[src/rtl/rv32i_types.sv]
// Purpose : shared types and constants for the result-bus (CDB) path.
// Latency : n/a (types only).
// Backpressure : n/a (types only).
// Contents: CDB packet struct (tag + data) and the fixed source indices.
package rv32i_types;

   // ROB tag width carried on the CDB; tag value 0 means "no tag".
   localparam int CDB_TAG_W = 4;

   // Result source indices on the arbiter inputs.
   localparam int SRC_ALU = 0;
   localparam int SRC_MDU = 1;
   localparam int SRC_LSU = 2;

   typedef struct packed {
      logic [CDB_TAG_W-1:0] tag;
      logic [31:0]          wdata;
   } cdb_pkt_t;

endpackage

[src/rtl/cdb_fifo.sv]
// Purpose : small per-source result buffer in front of the CDB arbiter.
// Latency : a push is visible at head the cycle after the push edge.
// Backpressure : full is derived from the registered count only, so a pop
//                in the same cycle does not reopen the FIFO until next cycle.
// Ports   : clk, rst (sync, active-low), push/push_dat (write side),
//           pop (read side), full, empty, head (current oldest entry).
module cdb_fifo #(
   parameter int WIDTH = 36,
   parameter int DEPTH = 2
) (
   input  logic             clk,
   input  logic             rst,
   input  logic             push,
   input  logic [WIDTH-1:0] push_dat,
   input  logic             pop,
   output logic             full,
   output logic             empty,
   output logic [WIDTH-1:0] head
);

   localparam int PTR_W = $clog2(DEPTH);
   localparam int CNT_W = PTR_W + 1;

   logic [WIDTH-1:0] mem [DEPTH];
   logic [PTR_W-1:0] wr_ptr;
   logic [PTR_W-1:0] rd_ptr;
   logic [CNT_W-1:0] count;
   logic             do_push;
   logic             do_pop;

   assign full    = (count == CNT_W'(DEPTH));
   assign empty   = (count == '0);
   assign do_push = push && !full;
   assign do_pop  = pop && !empty;
   // Head is don't-care while empty; the arbiter never selects an empty FIFO.
   assign head    = mem[rd_ptr];

   // Storage needs no reset: nothing is read until count says it is valid.
   always_ff @(posedge clk) begin
      if (do_push) begin
         mem[wr_ptr] <= push_dat;
      end
   end

   // DEPTH is a power of two, so the pointers wrap naturally.
   always_ff @(posedge clk) begin
      if (!rst) begin
         wr_ptr <= '0;
         rd_ptr <= '0;
         count  <= '0;
      end else begin
         if (do_push) begin
            wr_ptr <= wr_ptr + PTR_W'(1);
         end
         if (do_pop) begin
            rd_ptr <= rd_ptr + PTR_W'(1);
         end
         case ({do_push, do_pop})
            2'b10:   count <= count + CNT_W'(1);
            2'b01:   count <= count - CNT_W'(1);
            default: count <= count;
         endcase
      end
   end

endmodule

[src/rtl/cdb_arb.sv]
// Purpose : round-robin arbiter of ALU/MDU/LSU results onto a registered CDB.
// Latency : handshake in cycle c -> cdb_wr in cycle c+2 when uncontended; 1/cycle sustained.
// Backpressure : src_ready[i] = !full[i] from registered state; sources hold while low.
// Ports   : clk, rst (sync, active-low); src_valid/src_ready/src_tag/src_wdata
//           (packed per source, index 0=ALU 1=MDU 2=LSU); cdb_wr/cdb_tag/
//           cdb_wdata broadcast to ROB and reservation stations; cdb_src = winner.
module cdb_arb
   import rv32i_types::*;
#(
   parameter int TAG_W     = CDB_TAG_W,  // must match the package packet tag width
   parameter int NUM_SRC   = SRC_LSU + 1,
   parameter int BUF_DEPTH = 2,
   parameter int SRC_W     = $clog2(NUM_SRC)
) (
   input  logic                     clk,
   input  logic                     rst,
   input  logic [NUM_SRC-1:0]       src_valid,
   output logic [NUM_SRC-1:0]       src_ready,
   input  logic [NUM_SRC*TAG_W-1:0] src_tag,
   input  logic [NUM_SRC*32-1:0]    src_wdata,
   output logic                     cdb_wr,
   output logic [TAG_W-1:0]         cdb_tag,
   output logic [31:0]              cdb_wdata,
   output logic [SRC_W-1:0]         cdb_src
);

   localparam logic [SRC_W:0]   NUM_SRC_X = (SRC_W+1)'(NUM_SRC);
   localparam logic [SRC_W-1:0] LAST_SRC  = SRC_W'(NUM_SRC - 1);

   cdb_pkt_t           head [NUM_SRC];
   logic [NUM_SRC-1:0] full;
   logic [NUM_SRC-1:0] empty;
   logic [NUM_SRC-1:0] push;
   logic [NUM_SRC-1:0] pop;
   logic [SRC_W-1:0]   rr_ptr;
   logic [SRC_W-1:0]   grant_idx;
   logic               grant_vld;
   logic [SRC_W:0]     cand;

   assign src_ready = ~full;

   for (genvar i = 0; i < NUM_SRC; i++) begin : g_src
      cdb_pkt_t in_pkt;

      assign in_pkt.tag   = src_tag[i*TAG_W +: TAG_W];
      assign in_pkt.wdata = src_wdata[i*32 +: 32];
      assign push[i]      = src_valid[i] & ~full[i];
      assign pop[i]       = grant_vld && (grant_idx == SRC_W'(i));

      cdb_fifo #(
         .WIDTH ($bits(cdb_pkt_t)),
         .DEPTH (BUF_DEPTH)
      ) u_fifo (
         .clk      (clk),
         .rst      (rst),
         .push     (push[i]),
         .push_dat (in_pkt),
         .pop      (pop[i]),
         .full     (full[i]),
         .empty    (empty[i]),
         .head     (head[i])
      );

      // Tag 0 means "no tag" downstream; a source must never present it.
      a_tag_nonzero: assert property (@(posedge clk) disable iff (!rst)
         src_valid[i] |-> (src_tag[i*TAG_W +: TAG_W] != '0));
   end

   // One round-robin pass starting at rr_ptr. rr_ptr and k are both below
   // NUM_SRC, so a single conditional subtract wraps the candidate index.
   always_comb begin
      grant_vld = 1'b0;
      grant_idx = '0;
      cand      = '0;
      for (int k = 0; k < NUM_SRC; k++) begin
         cand = {1'b0, rr_ptr} + (SRC_W+1)'(k);
         if (cand >= NUM_SRC_X) begin
            cand = cand - NUM_SRC_X;
         end
         if (!grant_vld && !empty[cand[SRC_W-1:0]]) begin
            grant_vld = 1'b1;
            grant_idx = cand[SRC_W-1:0];
         end
      end
   end

   // Registered CDB: tag/data hold on idle cycles, only cdb_wr marks a write.
   always_ff @(posedge clk) begin
      if (!rst) begin
         rr_ptr    <= SRC_W'(SRC_ALU);
         cdb_wr    <= 1'b0;
         cdb_tag   <= '0;
         cdb_wdata <= '0;
         cdb_src   <= '0;
      end else begin
         cdb_wr <= grant_vld;
         if (grant_vld) begin
            cdb_tag   <= head[grant_idx].tag;
            cdb_wdata <= head[grant_idx].wdata;
            cdb_src   <= grant_idx;
            // Explicit wrap at NUM_SRC, not at 2^SRC_W.
            rr_ptr    <= (grant_idx == LAST_SRC) ? '0 : grant_idx + SRC_W'(1);
         end
      end
   end

endmodule
[config.mk]
export PLATFORM = sky130hd
export DESIGN_NAME = cdb_arb
export DESIGN_NICKNAME = d
export VERILOG_FILES = /design/src/rtl/rv32i_types.sv /design/src/rtl/cdb_fifo.sv /design/src/rtl/cdb_arb.sv
export SDC_FILE = /design/constraint.sdc
export NUM_CORES = 1
export LEC_CHECK = 0
export BUFFER_PORTS_ARGS = -buffer_cell sky130_fd_sc_hd__buf_2
export CORE_AREA = 2 2 137 139
export CTS_CLUSTER_DIAMETER = 100
export CTS_CLUSTER_SIZE = 28
export DETAILED_ROUTE_END_ITERATION = 6
export DIE_AREA = 0 0 139 141
export GPL_TIMING_DRIVEN = 0
export PLACE_DENSITY = 0.85
export SLEW_MARGIN = 10
export SYNTH_ARGS = -nofsm -noshare
export SYNTH_HDL_FRONTEND = slang
export SYNTH_HIERARCHICAL = 1
export SYNTH_SLANG_ARGS = --single-unit
[constraint.sdc]
create_clock -name clk -period 8.65 [get_ports clk]
set_clock_uncertainty 0.1 [all_clocks]
set_input_delay 1.73 -clock clk [delete_from_list [all_inputs] [get_ports clk]]
set_output_delay 1.73 -clock clk [all_outputs]
set_load 0.02 [all_outputs]
==> out/metrics.yaml <==
status: "finished clean"
io_pins: 155
whs_path_depth: 2
power_density_mw_per_mm2: 357
fmax_ghz: 0.253
reg2reg_slack_ns: 4.95
critPathArrivalTime_ns: 4.28
synth.distinct_cells: 43
fillers: 1233
cp.required_ns: 8.97
period_needed_ns: 3.95
drtIter0Drc: 623
antenna_found_initial: 7
combPwrFrac_pct: 44.3
cts_setup_buffers: 0
avgSynthCellArea_um2: 15.2
cts_root_buffer: "clkbuf_16"
synth.most_common_cell: "edfxtp_1"
grt_pass1_wl_um: 35200
clkLatencyLatePin_ns: 0.49
crit_type: "in2reg"
p_leak_nw: 4.66
start_util_pct: 60.9
yosysWarnings: 6
synth_fp_nets: 850
htree_levels: 1
cts_tree: "yes"
layout_setup_ws_ns: 4.70
io_buffers: 154
p_seq_share_pct: 40.9
placed_cell_area_mm2: 0.0123
min_period_over_period_pct: 45.7
dr.pass1.iters: 7
hold_viol_final: 0
path_max_fanout: 16
grt_pass1_vias: 6420
crit_path_end_kind: "register"
hold_slack_ns: 0.387
synth_top_flop_cell: "edfxtp_1"
final_max_slew_viol_count: 0
dieArea_mm2: 0.0196
areaGrowthSynthToFinish_pct: 14.0
ys_seq_area_share_pct: 68.4
via_per_inst: 5.77
ir_drop_mv: 0.287
ctsHoldBuffers: 0
fin_area_mm2: 0.0127
postRouteAntennaNets: 0
cts_buffers: 13
grt.overflow.total: 0
synth-edff-count: 216
die_x_um: 139
max_slew_margin_pct: 27.8
synthCells: 730
cts.sinks: 272
gp_congestion: 0.890
hold_class: "reg2reg"
core_mm2: 0.0183
finalSetupViolations: 0
syn_area_mm2: 0.0111
cts_resized: 0
rsz0062_at_grt: "no"
drc: 0
synthTopCellsByCount: "edfxtp_1 (216), mux2_2 (110), dfxtp_1 (56)"
clkTransAtPathRegs_ns: 0.11
worst_slew_pin_slew_ns: 1.08
track_usage_pct: 23.1
hpwl_um: 16900
fin_setup_tns_ns: 0
reg2reg_depth: 13
p_int_mw: 2.82
drive_above_1_share_pct: 36.5
async_reset_ff_share_pct: 0
wl_per_cell_um: 20.0
p_switching_mw: 1.70
rows: 50
p_clk_share_pct: 14.8
yosys-top-cells-area: "edfxtp_1 (58%), mux2_2 (11%), dfxtp_1 (10%)"
start_kind: "input port"
dr_total_vias: 6648
ys_seq_elements: 272
fp.dieH_um: 141
synth.largest_area_cell: "edfxtp_1"
grt_max_degree: 37
swShare_pct: 37.6
synth_top_area_share_pct: 58.3
drv_cap: 0
final_nets: 1023
drt-total-wl_um: 23100
clock_path_buffers: 3
preCtsSetupSlack_ns: 4.22
==> placed cells by master (no fill, tap or decap), types with 8 or more instances in the layout <==
cell       synthesis  routed
a221o_1           36      36
buf_2             22     176
clkbuf_1          17      24
clkbuf_16          0      13
dfxtp_1           56      56
diode_2            0       8
edfxtp_1         216     216
inv_1             14      11
mux2_2           110     110
mux2i_1           38      38
nand2_1           41      41
nor2_1            47      47
nor2b_1           11      11
nor4_1            29      29
o21ai_0           11      11
xnor2_1            9       9
==> power groups by stage <==
| stage | Combinational, mW | Clock (mW) | Sequential [mW] |
|---|---|---|---|
| final | 2.00 | 0.668 | 1.85 |
| after global routing | 2.18 | 0.730 | 1.87 |
| after CTS | 2.00 | 0.678 | 1.85 |
| after detailed placement | 1.98 | 0 | 1.88 |
| after global placement | 1.90 | 0 | 1.87 |
| after floorplan | 1.37 | 0 | 1.92 |
==> path summary, 6_finish.rpt <==
kind,start,endpoint
worst max-delay path,rst,cdb_wdata[25]
worst max register to register,rr_ptr[1],g_src[1].u_fifo/count[1]
worst min register to register,g_src[2].u_fifo/wr_ptr,g_src[2].u_fifo/wr_ptr
worst min-delay path,g_src[2].u_fifo/wr_ptr,g_src[2].u_fifo/wr_ptr
==> logic make-up after synthesis <==
kind of cell	after synthesis	share of synthesized area, %
compound gates	69	5.19
xor+xnor	9	0.709
fa+ha+maj	7	0.788
buf+inv	62	2.58
flops	272	68.4
mux	149	14.7
simple gates	162	7.63
==> per-stage QoR <==
step / utilization, % / cells / power (mW)
6_report: 69.4 / 1152 / 4.52
2_1_floorplan: - / 730 / 3.30
5_1_grt: 69.4 / 1151 / 4.78
4_1_cts: 69.3 / 1144 / 4.52
3_5_place_dp: 67.3 / 1122 / 3.86
3_3_place_gp: 66.7 / 1118 / 3.77
==> critical path: stages <==
cell and delay, ns:
buf_2 0.27, clkbuf_1 0.41, inv_1 0.24, nor3_1 0.91
clkbuf_1 0.46, a221o_1 0.25
==> flip-flops by register name, summed over array words and instances (netlist names), named ones only <==
signal / cells
cdb_src: 2
cdb_tag: 4
cdb_wdata: 32
cdb_wr: 1
g_src.u_fifo/count: 6
g_src.u_fifo/mem: 216
g_src.u_fifo/rd_ptr: 3
g_src.u_fifo/wr_ptr: 3
rr_ptr: 2
==> final cells by class <==
type / instances / area, um^2 / area share, %
flip-flops and latches: 272 / 7610 / 60.0
repair buffers: 158 / 873 / 6.89
clock inverters: 2 / 17.5 / 0.138
diodes: 8 / 20.0 / 0.158
multi-input cells: 396 / 3230 / 25.5
plain buffers: 45 / 223 / 1.76
inverters: 17 / 63.8 / 0.503
well taps: 234 / 293 / 2.31
clock buffers: 20 / 352 / 2.77
==> routing by layer <==
metal	share of wire, %	vias to the layer above	GRT usage (%)	routed length (um)
li1	-	3140	-	-
met1	43	3226	31.5	9810
met2	48	235	37.8	11100
met3	5.7	47	3.43	1330
met4	3.7	0	9.84	856
met5	0	-	0	0
(Power assumes the default switching activity.)
